$ cat src/rtl/stack_multi_op_sequencer_pkg.sv
// Shared types and opcode constants for the stack multi-op sequencer.
package stack_multi_op_sequencer_pkg;

  typedef enum logic [1:0] {
    UOP_PASS   = 2'd0,
    UOP_STORE  = 2'd1,
    UOP_LOAD   = 2'd2,
    UOP_SP_ADJ = 2'd3
  } uop_kind_e;

  localparam logic [6:0] PUSH_OPCODE = 7'b1011010;
  localparam logic [6:0] POP_OPCODE  = 7'b1011110;

  typedef enum logic {
    SEQ_IDLE   = 1'b0,
    SEQ_EXPAND = 1'b1
  } seq_state_e;

endpackage

$ cat src/rtl/stack_multi_op_sequencer_reg_list_picker.sv
// Combinational register-list picker: lowest set index, remaining mask,
// population count and empty flag.
module reg_list_picker #(
  parameter int MASK_W = 9,
  parameter int IDX_W  = $clog2(MASK_W),
  parameter int CNT_W  = $clog2(MASK_W + 1)
) (
  input  logic [MASK_W-1:0] mask,
  output logic [IDX_W-1:0]  low_idx,
  output logic [MASK_W-1:0] mask_rest,
  output logic [CNT_W-1:0]  count,
  output logic              empty
);

  always_comb begin
    low_idx = '0;
    count   = '0;
    // Scanning downward leaves the lowest set bit as the final winner.
    for (int i = MASK_W - 1; i >= 0; i--) begin
      if (mask[i]) low_idx = IDX_W'(i);
    end
    for (int i = 0; i < MASK_W; i++) begin
      count = count + CNT_W'(mask[i]);
    end
  end

  assign mask_rest = mask & (mask - MASK_W'(1));
  assign empty     = ~|mask;

endmodule

$ cat src/rtl/stack_multi_op_sequencer.sv
// Thumb PUSH/POP expander: one micro-op per listed register plus SP adjust.
// Optional stall counter enabled by defining SEQ_STALL_CNT_EN.
module stack_multi_op_sequencer
  import stack_multi_op_sequencer_pkg::*;
#(
  parameter int WORD       = 32,
  parameter int INSTR_W    = 16,
  parameter int ADDR_WIDTH = 4,
  parameter int LIST_W     = 8,
  parameter int SP_REG     = 13,
  parameter int LR_REG     = 14,
  parameter int PC_REG     = 15
) (
  input  logic                  clk_i,
  input  logic                  reset_i,
  input  logic [INSTR_W-1:0]    instr_i,
  input  logic                  instr_valid_i,
  output logic                  instr_ready_o,
  input  logic                  flush_i,
  output logic                  uop_valid_o,
  input  logic                  uop_ready_i,
  output logic [1:0]            uop_kind_o,
  output logic [INSTR_W-1:0]    uop_instr_o,
  output logic [ADDR_WIDTH-1:0] uop_reg_o,
  output logic [WORD-1:0]       uop_offset_o,
  output logic                  uop_last_o,
  output logic [31:0]           stall_cnt_o
);

  localparam int MASK_W = LIST_W + 1;
  localparam int IDX_W  = $clog2(MASK_W);
  localparam int CNT_W  = $clog2(MASK_W + 1);

  seq_state_e        state_p1;
  logic [MASK_W-1:0] mask_p1;
  logic [CNT_W-1:0]  idx_p1;
  logic [CNT_W-1:0]  n_p1;
  logic              push_p1;

  logic              is_push, is_pop, accept;
  logic [MASK_W-1:0] dec_mask, pick_in, pick_rest;
  logic [IDX_W-1:0]  pick_idx;
  logic [CNT_W-1:0]  pick_cnt;
  logic              pick_empty;

  function automatic logic [ADDR_WIDTH-1:0] idx_to_reg(input logic [IDX_W-1:0] idx,
                                                       input logic push);
    if (idx == IDX_W'(LIST_W)) return push ? ADDR_WIDTH'(LR_REG) : ADDR_WIDTH'(PC_REG);
    return ADDR_WIDTH'(idx);
  endfunction

  // PUSH stores sit below the pre-instruction SP; POP loads sit at and above it.
  function automatic logic signed [WORD-1:0] reg_offset(input logic push,
                                                        input logic [CNT_W-1:0] k,
                                                        input logic [CNT_W-1:0] n);
    logic signed [WORD-1:0] ks, ns;
    ks = signed'(WORD'(k));
    ns = signed'(WORD'(n));
    return push ? ((ks - ns) <<< 2) : (ks <<< 2);
  endfunction

  function automatic logic signed [WORD-1:0] sp_offset(input logic push,
                                                       input logic [CNT_W-1:0] n);
    logic signed [WORD-1:0] ns;
    ns = signed'(WORD'(n));
    return push ? -(ns <<< 2) : (ns <<< 2);
  endfunction

  assign is_push  = (instr_i[15:9] == PUSH_OPCODE);
  assign is_pop   = (instr_i[15:9] == POP_OPCODE);
  assign dec_mask = {instr_i[8], instr_i[LIST_W-1:0]};
  assign pick_in  = (state_p1 == SEQ_IDLE) ? dec_mask : mask_p1;

  assign instr_ready_o = !flush_i && (state_p1 == SEQ_IDLE) && (!uop_valid_o || uop_ready_i);
  assign accept        = instr_valid_i && instr_ready_o;

  reg_list_picker #(
    .MASK_W (MASK_W),
    .IDX_W  (IDX_W),
    .CNT_W  (CNT_W)
  ) u_picker (
    .mask      (pick_in),
    .low_idx   (pick_idx),
    .mask_rest (pick_rest),
    .count     (pick_cnt),
    .empty     (pick_empty)
  );

  // Output stage: flush beats transfer beats accept.
  always_ff @(posedge clk_i or negedge reset_i) begin
    if (!reset_i) begin
      state_p1     <= SEQ_IDLE;
      mask_p1      <= '0;
      idx_p1       <= '0;
      n_p1         <= '0;
      push_p1      <= 1'b0;
      uop_valid_o  <= 1'b0;
      uop_kind_o   <= UOP_PASS;
      uop_instr_o  <= '0;
      uop_reg_o    <= '0;
      uop_offset_o <= '0;
      uop_last_o   <= 1'b0;
    end else if (flush_i) begin
      uop_valid_o <= 1'b0;
      state_p1    <= SEQ_IDLE;
      mask_p1     <= '0;
      idx_p1      <= '0;
    end else if (state_p1 == SEQ_EXPAND) begin
      if (uop_ready_i) begin
        uop_valid_o <= 1'b1;
        if (pick_empty) begin
          uop_kind_o   <= UOP_SP_ADJ;
          uop_reg_o    <= ADDR_WIDTH'(SP_REG);
          uop_offset_o <= sp_offset(push_p1, n_p1);
          uop_last_o   <= 1'b1;
          state_p1     <= SEQ_IDLE;
          idx_p1       <= '0;
        end else begin
          uop_kind_o   <= push_p1 ? UOP_STORE : UOP_LOAD;
          uop_reg_o    <= idx_to_reg(pick_idx, push_p1);
          uop_offset_o <= reg_offset(push_p1, idx_p1, n_p1);
          uop_last_o   <= 1'b0;
          mask_p1      <= pick_rest;
          idx_p1       <= idx_p1 + CNT_W'(1);
        end
      end
    end else if (accept) begin
      uop_valid_o <= 1'b1;
      uop_instr_o <= instr_i;
      if (!is_push && !is_pop) begin
        uop_kind_o   <= UOP_PASS;
        uop_reg_o    <= '0;
        uop_offset_o <= '0;
        uop_last_o   <= 1'b1;
      end else if (pick_empty) begin
        uop_kind_o   <= UOP_SP_ADJ;
        uop_reg_o    <= ADDR_WIDTH'(SP_REG);
        uop_offset_o <= '0;
        uop_last_o   <= 1'b1;
      end else begin
        uop_kind_o   <= is_push ? UOP_STORE : UOP_LOAD;
        uop_reg_o    <= idx_to_reg(pick_idx, is_push);
        uop_offset_o <= reg_offset(is_push, '0, pick_cnt);
        uop_last_o   <= 1'b0;
        mask_p1      <= pick_rest;
        idx_p1       <= CNT_W'(1);
        n_p1         <= pick_cnt;
        push_p1      <= is_push;
        state_p1     <= SEQ_EXPAND;
      end
    end else if (uop_ready_i) begin
      uop_valid_o <= 1'b0;
    end
  end

`ifdef SEQ_STALL_CNT_EN
  logic [31:0] stall_cnt_p1;

  function automatic logic [31:0] sat_inc(input logic [31:0] v);
    return (v == 32'hFFFF_FFFF) ? v : v + 32'd1;
  endfunction

  always_ff @(posedge clk_i or negedge reset_i) begin
    if (!reset_i) begin
      stall_cnt_p1 <= '0;
    end else if (instr_valid_i && !instr_ready_o) begin
      stall_cnt_p1 <= sat_inc(stall_cnt_p1);
    end
  end

  assign stall_cnt_o = stall_cnt_p1;
`else
  assign stall_cnt_o = '0;
`endif

endmodule

$ cat config.mk
export PLATFORM = sky130hd
export DESIGN_NAME = stack_multi_op_sequencer
export DESIGN_NICKNAME = d
export VERILOG_FILES = /design/src/rtl/stack_multi_op_sequencer_pkg.sv /design/src/rtl/stack_multi_op_sequencer_reg_list_picker.sv /design/src/rtl/stack_multi_op_sequencer.sv
export SDC_FILE = /design/constraint.sdc
export NUM_CORES = 1
export LEC_CHECK = 0
export ABC_AREA = 1
export CAP_MARGIN = 40
export CORE_UTILIZATION = 31
export DETAILED_ROUTE_END_ITERATION = 12
export SKIP_CTS_REPAIR_TIMING = 1
export SYNTH_ARGS = -nofsm -noshare
export SYNTH_HDL_FRONTEND = slang
export SYNTH_SLANG_ARGS = --single-unit
$ cat constraint.sdc
create_clock -name clk_i -period 4.3 [get_ports clk_i]
set_input_delay 0.86 -clock clk_i [delete_from_list [all_inputs] [get_ports clk_i]]
set_output_delay 0.86 -clock clk_i [all_outputs]
set_load 0.02 [all_outputs]
# --- Yosys cells after proc, flatten, opt, wreduce, memory -nomap -nowiden ---
# Index checks and enable logic that the tools add are counted.
totals:
  reg_bits: 75
  out_inout_bits: 89
  wordCells: 131
classes:
  add_sub_neg: 13
  eq_ne: 6
  mux: 77
  bitwise_logic: 4
  n_reduce_logical: 20
op_table:
  columns: ["operator", "count"]
  rows:
  - ["32-bit 2-to-1 mux", 9]
  - ["4-bit 2-to-1 mux", 26]
  - ["9-bit 2-to-1 mux", 7]
  - ["6-bit negator with 32-bit output", 1]
  - ["4-bit by 1-bit adder with 4-bit output", 7]
  - ["1-bit 2-to-1 mux", 27]
  - ["2-bit 2-to-1 mux", 8]
  - ["7-bit equality test (second input constant)", 2]
  - ["9-bit AND", 1]
  - ["3-bit AND reduction", 3]
  - ["3-bit nonzero test", 3]
  - ["9-bit OR reduction", 1]
  - ["9-bit by 1-bit subtractor with 9-bit output (second input constant)", 1]
  - ["3-bit != test (second input constant)", 2]
  - ["5-bit AND reduction", 1]
  - ["1-bit by 4-bit subtractor with 5-bit output (first input constant)", 1]
  - ["4-bit by 4-bit subtractor with 5-bit output", 1]
  - ["4-bit by 1-bit adder with 4-bit output (second input constant)", 1]
  - ["4-bit equality test (second input constant)", 1]
  - ["1-bit logical AND", 4]
  - ["1-bit zero test", 4]
  - ["4-bit AND reduction", 1]
  - ["1-bit NOT", 3]
  - ["1-bit by 1-bit adder with 2-bit output", 1]
  - ["other kinds (4)", 4]

# --- Depth between registers and ports, before layout ---
logic_depth:
  ltp_word: 22
  mapped_depth: 24
  depth_no_buf: 22

# --- By module ---
# From an unflattened synthesis, not the netlist that was laid out.
unflattened:
  cells_unflattened: 524
  hier_area_um2: 3767.4
modules_own_cells:
  columns: ["module", "instances", "cells_per_inst", "area_per_inst_um2", "seq_area_each_um2"]
  rows:
  - ["stack_multi_op_sequencer", 1, 465, 3382.0, 1251.2]
  - ["reg_list_picker", 1, 59, 385.4, 0.0]

# --- Worst setup path after synthesis ---
# Ideal clock, no wire load.
synth_timing:
  path_type: "input port to flip-flop"
  start: "input port instr_i[1]"
  end: "register uop_offset_o[4]"
  setup_ps: 77
  t_arrival_ps: 4241
  required_ps: 4223
  setup_slack_ps: -18
  cell_stages: 16
  path_buffers: 0
  path_cell_list: "inv_1 -> o21ai_1 -> ha_1 -> inv_1 -> fa_1 -> inv_1 -> fa_1 -> fa_1 -> ha_1 -> inv_1 -> fa_1 -> ha_1 -> xor2_1 -> o21ai_1 -> inv_1 -> a21oi_1"
synth_between:
  elab_chain_len: 15
synth_lines:
  columns: ["element", "line", "source"]
  rows:
  - ["from (decl)", "stack_multi_op_sequencer.sv:16", "input logic [INSTR_W-1:0] instr_i,"]
  - ["9-bit 2-to-1 mux *", "stack_multi_op_sequencer.sv:72", "assign pick_in = (state_p1 == SEQ_IDLE) ? dec_mask : mask_p1;"]
  - ["1-bit by 1-bit adder with 2-bit output", "stack_multi_op_sequencer_reg_list_picker.sv:23", "count = count + CNT_W'(mask[i]);"]
  - ["4-bit by 1-bit adder with 4-bit output (7 in a row)", "stack_multi_op_sequencer_reg_list_picker.sv:23", null]
  - ["1-bit by 4-bit subtractor with 5-bit output", "stack_multi_op_sequencer.sv:59", "return push ? ((ks - ns) <<< 2) : (ks <<< 2);"]
  - ["32-bit 2-to-1 mux", "stack_multi_op_sequencer.sv:59", null]
  - ["32-bit 2-to-1 mux", "stack_multi_op_sequencer.sv:135", "end else if (pick_empty) begin"]
  - ["32-bit 2-to-1 mux", "stack_multi_op_sequencer.sv:130", "if (!is_push && !is_pop) begin"]
  - ["32-bit 2-to-1 mux", "stack_multi_op_sequencer.sv:127", "end else if (accept) begin"]
  - ["32-bit 2-to-1 mux *", "stack_multi_op_sequencer.sv:108", "end else if (state_p1 == SEQ_EXPAND) begin"]
  - ["to (signal assigned)", "stack_multi_op_sequencer.sv:114", "uop_offset_o <= sp_offset(push_p1, n_p1);"]
  - ["to (signal assigned)", "stack_multi_op_sequencer.sv:121", "uop_offset_o <= reg_offset(push_p1, idx_p1, n_p1);"]
  - ["to (signal assigned)", "stack_multi_op_sequencer.sv:143", "uop_offset_o <= reg_offset(is_push, '0, pick_cnt);"]
  - ["to (decl)", "stack_multi_op_sequencer.sv:25", "output logic [WORD-1:0] uop_offset_o,"]
# Mark *: on every way between the ends. The rest lies on a longest branch, timed or not. The select of a mux whose other input is x is not followed.
# A chain may end at the register's enable or synchronous reset.

# --- Worst setup path after layout ---
layout_timing:
  start: "input port instr_i[0]"
  end: "register uop_offset_o[29]"
# Same word-level chain as after synthesis.

==> out/summary.log <==
INFO  grt            initial_antenna_violation_count=0
INFO  cells_and_area final_layout_size_suffix_gt1_share=17.1%
INFO  sta            finClkSkew=11.8ps
INFO  sta            clock.fmax=0.243GHz
INFO  power          design_power_total=1.63mW
INFO  hold_path      holdPathEnd=mask_p1[4]
INFO  routing        route.final.wire_length=8.35mm
INFO  die            core-area=11600um2
INFO  clocking       tritoncts.num_buffers=5
INFO  routing        initialDrtViolationCount=75
INFO  die            num_io_pins=110
INFO  setup_path     crit_required=4470ps
INFO  die            std_cell_rows=39
INFO  grt            grtUsageMet2=25.7%
INFO  outcome        status=finished with violations
INFO  sta            finalSetupViolCount=0
INFO  grt            overflow=0
INFO  setup_path     timing.rr.end=uop_offset_o[29]
INFO  power          worst_ir_drop_vdd=0.168mV
INFO  cells_and_area area.growth.synth_to_final=22.4%
INFO  setup_path     cp_max_fo=3
INFO  setup_path     critical-path-top-cell-by-count=sky130_fd_sc_hd__inv_2
INFO  power          power.leakage=2.28nW
INFO  setup_path     worst_path_largest_cell_delay=580ps
INFO  routing        routed-via-count=2998
INFO  routing        drt.antenna.violating_nets=0
INFO  synthesis      seq_area_frac_synth=32.7%
INFO  setup_path     r2r_startpoint=state_p1
INFO  cells_and_area post_layout_nonfiller_instances=681
INFO  setup_path     worst_setup_path_start_kind=primary input
INFO  synthesis      synth_largest_type_area_fraction=32.7%
INFO  sta            final.setup.worst_slack=187ps
INFO  synthesis      post_synth_num_cell_types=39
INFO  grt            met3_global_route_usage=1.74%
INFO  sta            period_minus_slack=4110ps
INFO  grt            grt_first_pass_wirelength=13.7mm
INFO  setup_path     worstSetupStartpoint=instr_i[0]
INFO  clocking       cts.root.buffer_cell=sky130_fd_sc_hd__clkbuf_16
INFO  power          p_per_area=355nW/um2
INFO  hold_path      min_from=mask_p1[4]
INFO  grt            grt_usage=13.5%
INFO  die            die-area=12500um2
INFO  placement      dpl.cell_count=671
INFO  synthesis      synth-main-ff-cell=sky130_fd_sc_hd__dfrtp_1
INFO  clocking       depth_of_the_cts_h_tree=2
INFO  setup_path     critical_path.cell_chain=dlymetal6s2s_1, inv_2, nor2_2, ha_1, inv_1, fa_1, inv_2, fa_1, fa_1, ha_2, inv_2, fa_2, ha_4, nand2_1, nor2_2, o21ai_2, inv_2, a21oi_2
INFO  hold_path      hold_class=flop to flop
INFO  clocking       cts_sinks=49
INFO  grt            grt_start_max_net_pins=29
INFO  cells_and_area nFillCells=1212
INFO  hold_path      whs_path_depth=2
INFO  sta            min_period_over_period=95.7%
INFO  synthesis      syn_inst=480
INFO  die            dieWidth=112um
INFO  synthesis      netlist_top_cells_area=sky130_fd_sc_hd__dfrtp_1 (33%), sky130_fd_sc_hd__nand2_1 (13%), sky130_fd_sc_hd__buf_4 (11%)
INFO  setup_path     cpMaxStageDelayCell=sky130_fd_sc_hd__fa_2
INFO  routing        drt_pre_antenna_iters=10
INFO  synthesis      synth.largest_area_cell=sky130_fd_sc_hd__dfrtp_1
INFO  routing        routed_wire_length_per_instance=12.3um
INFO  cells_and_area final_nets=581
INFO  job            drv.max_cap_violation_count=0
INFO  routing        average_via_count_per_standard_cell=4.40
INFO  clocking       insertion_delay=290ps
INFO  grt            grt_use_met1=15.6%
INFO  sta            transition_time_at_the_pin_with_the_least_slew_margin=648ps
INFO  setup_path     worst-r2r-setup-slack=270ps
INFO  grt            via_count_of_the_first_global_routing_pass=2900
INFO  grt            busiest_layer=met2
INFO  die            initial_utilization=32.3%
INFO  synthesis      synth-seq-cells=49
INFO  placement      numPortBuffers=75
INFO  synthesis      number_of_enable_type_register_cells_in_the_synthesized_netlist=0
INFO  setup_path     reg2reg_depth=17
INFO  setup_path     setup.worst_path.class=primary input to flop
INFO  synthesis      synth.avg_cell_area=7.80um2
INFO  synthesis      yosys_warnings=0
INFO  setup_path     timing.critical_path.arrival=4290ps
INFO  synthesis      mappedNetlistArea=3750um2
INFO  synthesis      async_reset_ff_share=100%
INFO  clocking       clkSlewWorstSetupHoldPaths=70ps
INFO  sta            drv_slew=0
INFO  setup_path     setup.worst_path.end_class=flop
INFO  placement      dpl.hpwl=6.52mm
INFO  clocking       cts_tree=yes
INFO  sta            hold_viol=0
INFO  cells_and_area fin_util=39.5%
INFO  routing        remaining_drc_errors=4
INFO  sta            timing.max_slew.rel_slack=56.5%
INFO  outcome        failed_checks=DRC
INFO  die            fp.dieH=112um
INFO  placement      globalplace.congestion=0.829
INFO  clocking       cts_buffer_depth=2
INFO  cells_and_area antennaDiodeCount=0
INFO  placement      worst_case_setup_slack_after_placement=-543ps
## sequential cells by signal (all words and copies together) (netlist names)
name          count
uop_instr_o      16
mask_p1           8
uop_offset_o      7
idx_p1            4
n_p1              4
uop_reg_o         4
uop_kind_o        2
push_p1           1
state_p1          1
uop_last_o        1
uop_valid_o       1
## cell usage after synthesis, types with 3 or more instances
master / number
sky130_fd_sc_hd__buf_4: 57
sky130_fd_sc_hd__o21ai_0: 27
sky130_fd_sc_hd__nor2_4: 3
sky130_fd_sc_hd__o211ai_1: 3
sky130_fd_sc_hd__a21oi_1: 13
sky130_fd_sc_hd__inv_2: 7
sky130_fd_sc_hd__nand2_4: 8
sky130_fd_sc_hd__nor3_1: 8
sky130_fd_sc_hd__nor2_2: 3
sky130_fd_sc_hd__ha_1: 16
sky130_fd_sc_hd__o21ai_1: 3
sky130_fd_sc_hd__dfrtp_1: 49
sky130_fd_sc_hd__o21ai_2: 13
sky130_fd_sc_hd__a21oi_2: 4
sky130_fd_sc_hd__inv_1: 52
sky130_fd_sc_hd__nand2_1: 130
sky130_fd_sc_hd__buf_6: 3
sky130_fd_sc_hd__clkbuf_1: 5
sky130_fd_sc_hd__fa_1: 6
sky130_fd_sc_hd__nand2_2: 7
sky130_fd_sc_hd__nand3_1: 16
sky130_fd_sc_hd__xor2_1: 3
sky130_fd_sc_hd__buf_2: 4
sky130_fd_sc_hd__nor2_1: 21
## how the worst max path moves through the flow
stage	endpoint	slack, ps
after CTS	uop_offset_o[29]	-240
after floorplan	uop_offset_o[30]	30
after detailed placement	uop_offset_o[29]	-540
final	uop_offset_o[29]	190
after global placement	uop_offset_o[30]	-510
after global routing	uop_offset_o[29]	-20
## critical path: cells and delay by family
kind / cells / cell delay (ps)
AO/OA/AOI/OAI: 2 / 120
adder cells (fa/ha/maj): 7 / 2700
buffers and inverters: 6 / 410
AND/OR/NAND/NOR: 3 / 200
## cell type report
cell class | count | area, um2 | share of cell area [%]
inverters | 61 | 238 | 5.19
clock buffers | 5 | 125 | 2.73
clock inverters | 2 | 38.8 | 0.846
well taps | 143 | 179 | 3.90
repair buffers | 89 | 866 | 18.9
flip-flops and latches | 49 | 1230 | 26.7
multi-input cells | 332 | 1910 | 41.7
## stage by stage
stage	setup TNS (ps)	instance area (um2)	hold WS [ps]
global route	-74.6	4580	503
finish	0	4580	485
detailed placement	-3330	4350	471
CTS	-1260	4520	488
global placement	-3010	4330	465
floorplan	0	3870	453
## metal layers
layer / up-vias / routed length (um)
met5: - / 0
met4: 0 / 118
met3: 9 / 182
met2: 52 / 4450
met1: 1417 / 3600
li1: 1520 / -
## layout by cell type, fill, tap and decap left out, types with 2 or more instances in the layout
master,instances
sky130_fd_sc_hd__o21ai_0,27
sky130_fd_sc_hd__o211ai_1,3
sky130_fd_sc_hd__nand3_1,15
sky130_fd_sc_hd__nand2_2,10
sky130_fd_sc_hd__inv_1,44
sky130_fd_sc_hd__dlymetal6s2s_1,3
sky130_fd_sc_hd__o21ai_2,14
sky130_fd_sc_hd__inv_2,15
sky130_fd_sc_hd__nand2_4,8
sky130_fd_sc_hd__a21oi_1,13
sky130_fd_sc_hd__fa_1,5
sky130_fd_sc_hd__nor2_1,18
sky130_fd_sc_hd__dfrtp_1,49
sky130_fd_sc_hd__nor2_4,4
sky130_fd_sc_hd__clkbuf_16,5
sky130_fd_sc_hd__nor3_1,8
sky130_fd_sc_hd__o21ai_1,2
sky130_fd_sc_hd__nor2_2,5
sky130_fd_sc_hd__clkdlybuf4s50_1,70
sky130_fd_sc_hd__xor2_1,3
sky130_fd_sc_hd__ha_1,14
sky130_fd_sc_hd__nand3_4,2
sky130_fd_sc_hd__a31oi_1,2
sky130_fd_sc_hd__conb_1,34
sky130_fd_sc_hd__nand2_1,127
sky130_fd_sc_hd__a21o_1,2
sky130_fd_sc_hd__a21oi_2,4
sky130_fd_sc_hd__buf_4,13
## report_power, final
group	internal [mW]	switching, mW	leakage (nW)	total, mW
logic	0.279	0.349	1.57	0.628
registers	0.511	0.0424	0.628	0.553
clock network	0.274	0.175	0.0803	0.448
total	1.06	0.566	2.28	1.63
## logic make-up after synthesis
kind of cell / share of synthesized area (%)
flops: 32.7
buf+inv: 20.8
simple gates: 24.6
fa+ha+maj: 8.55
xor+xnor: 0.935
other cells: 0.100
compound gates: 12.3
(Power assumes the default switching activity.)
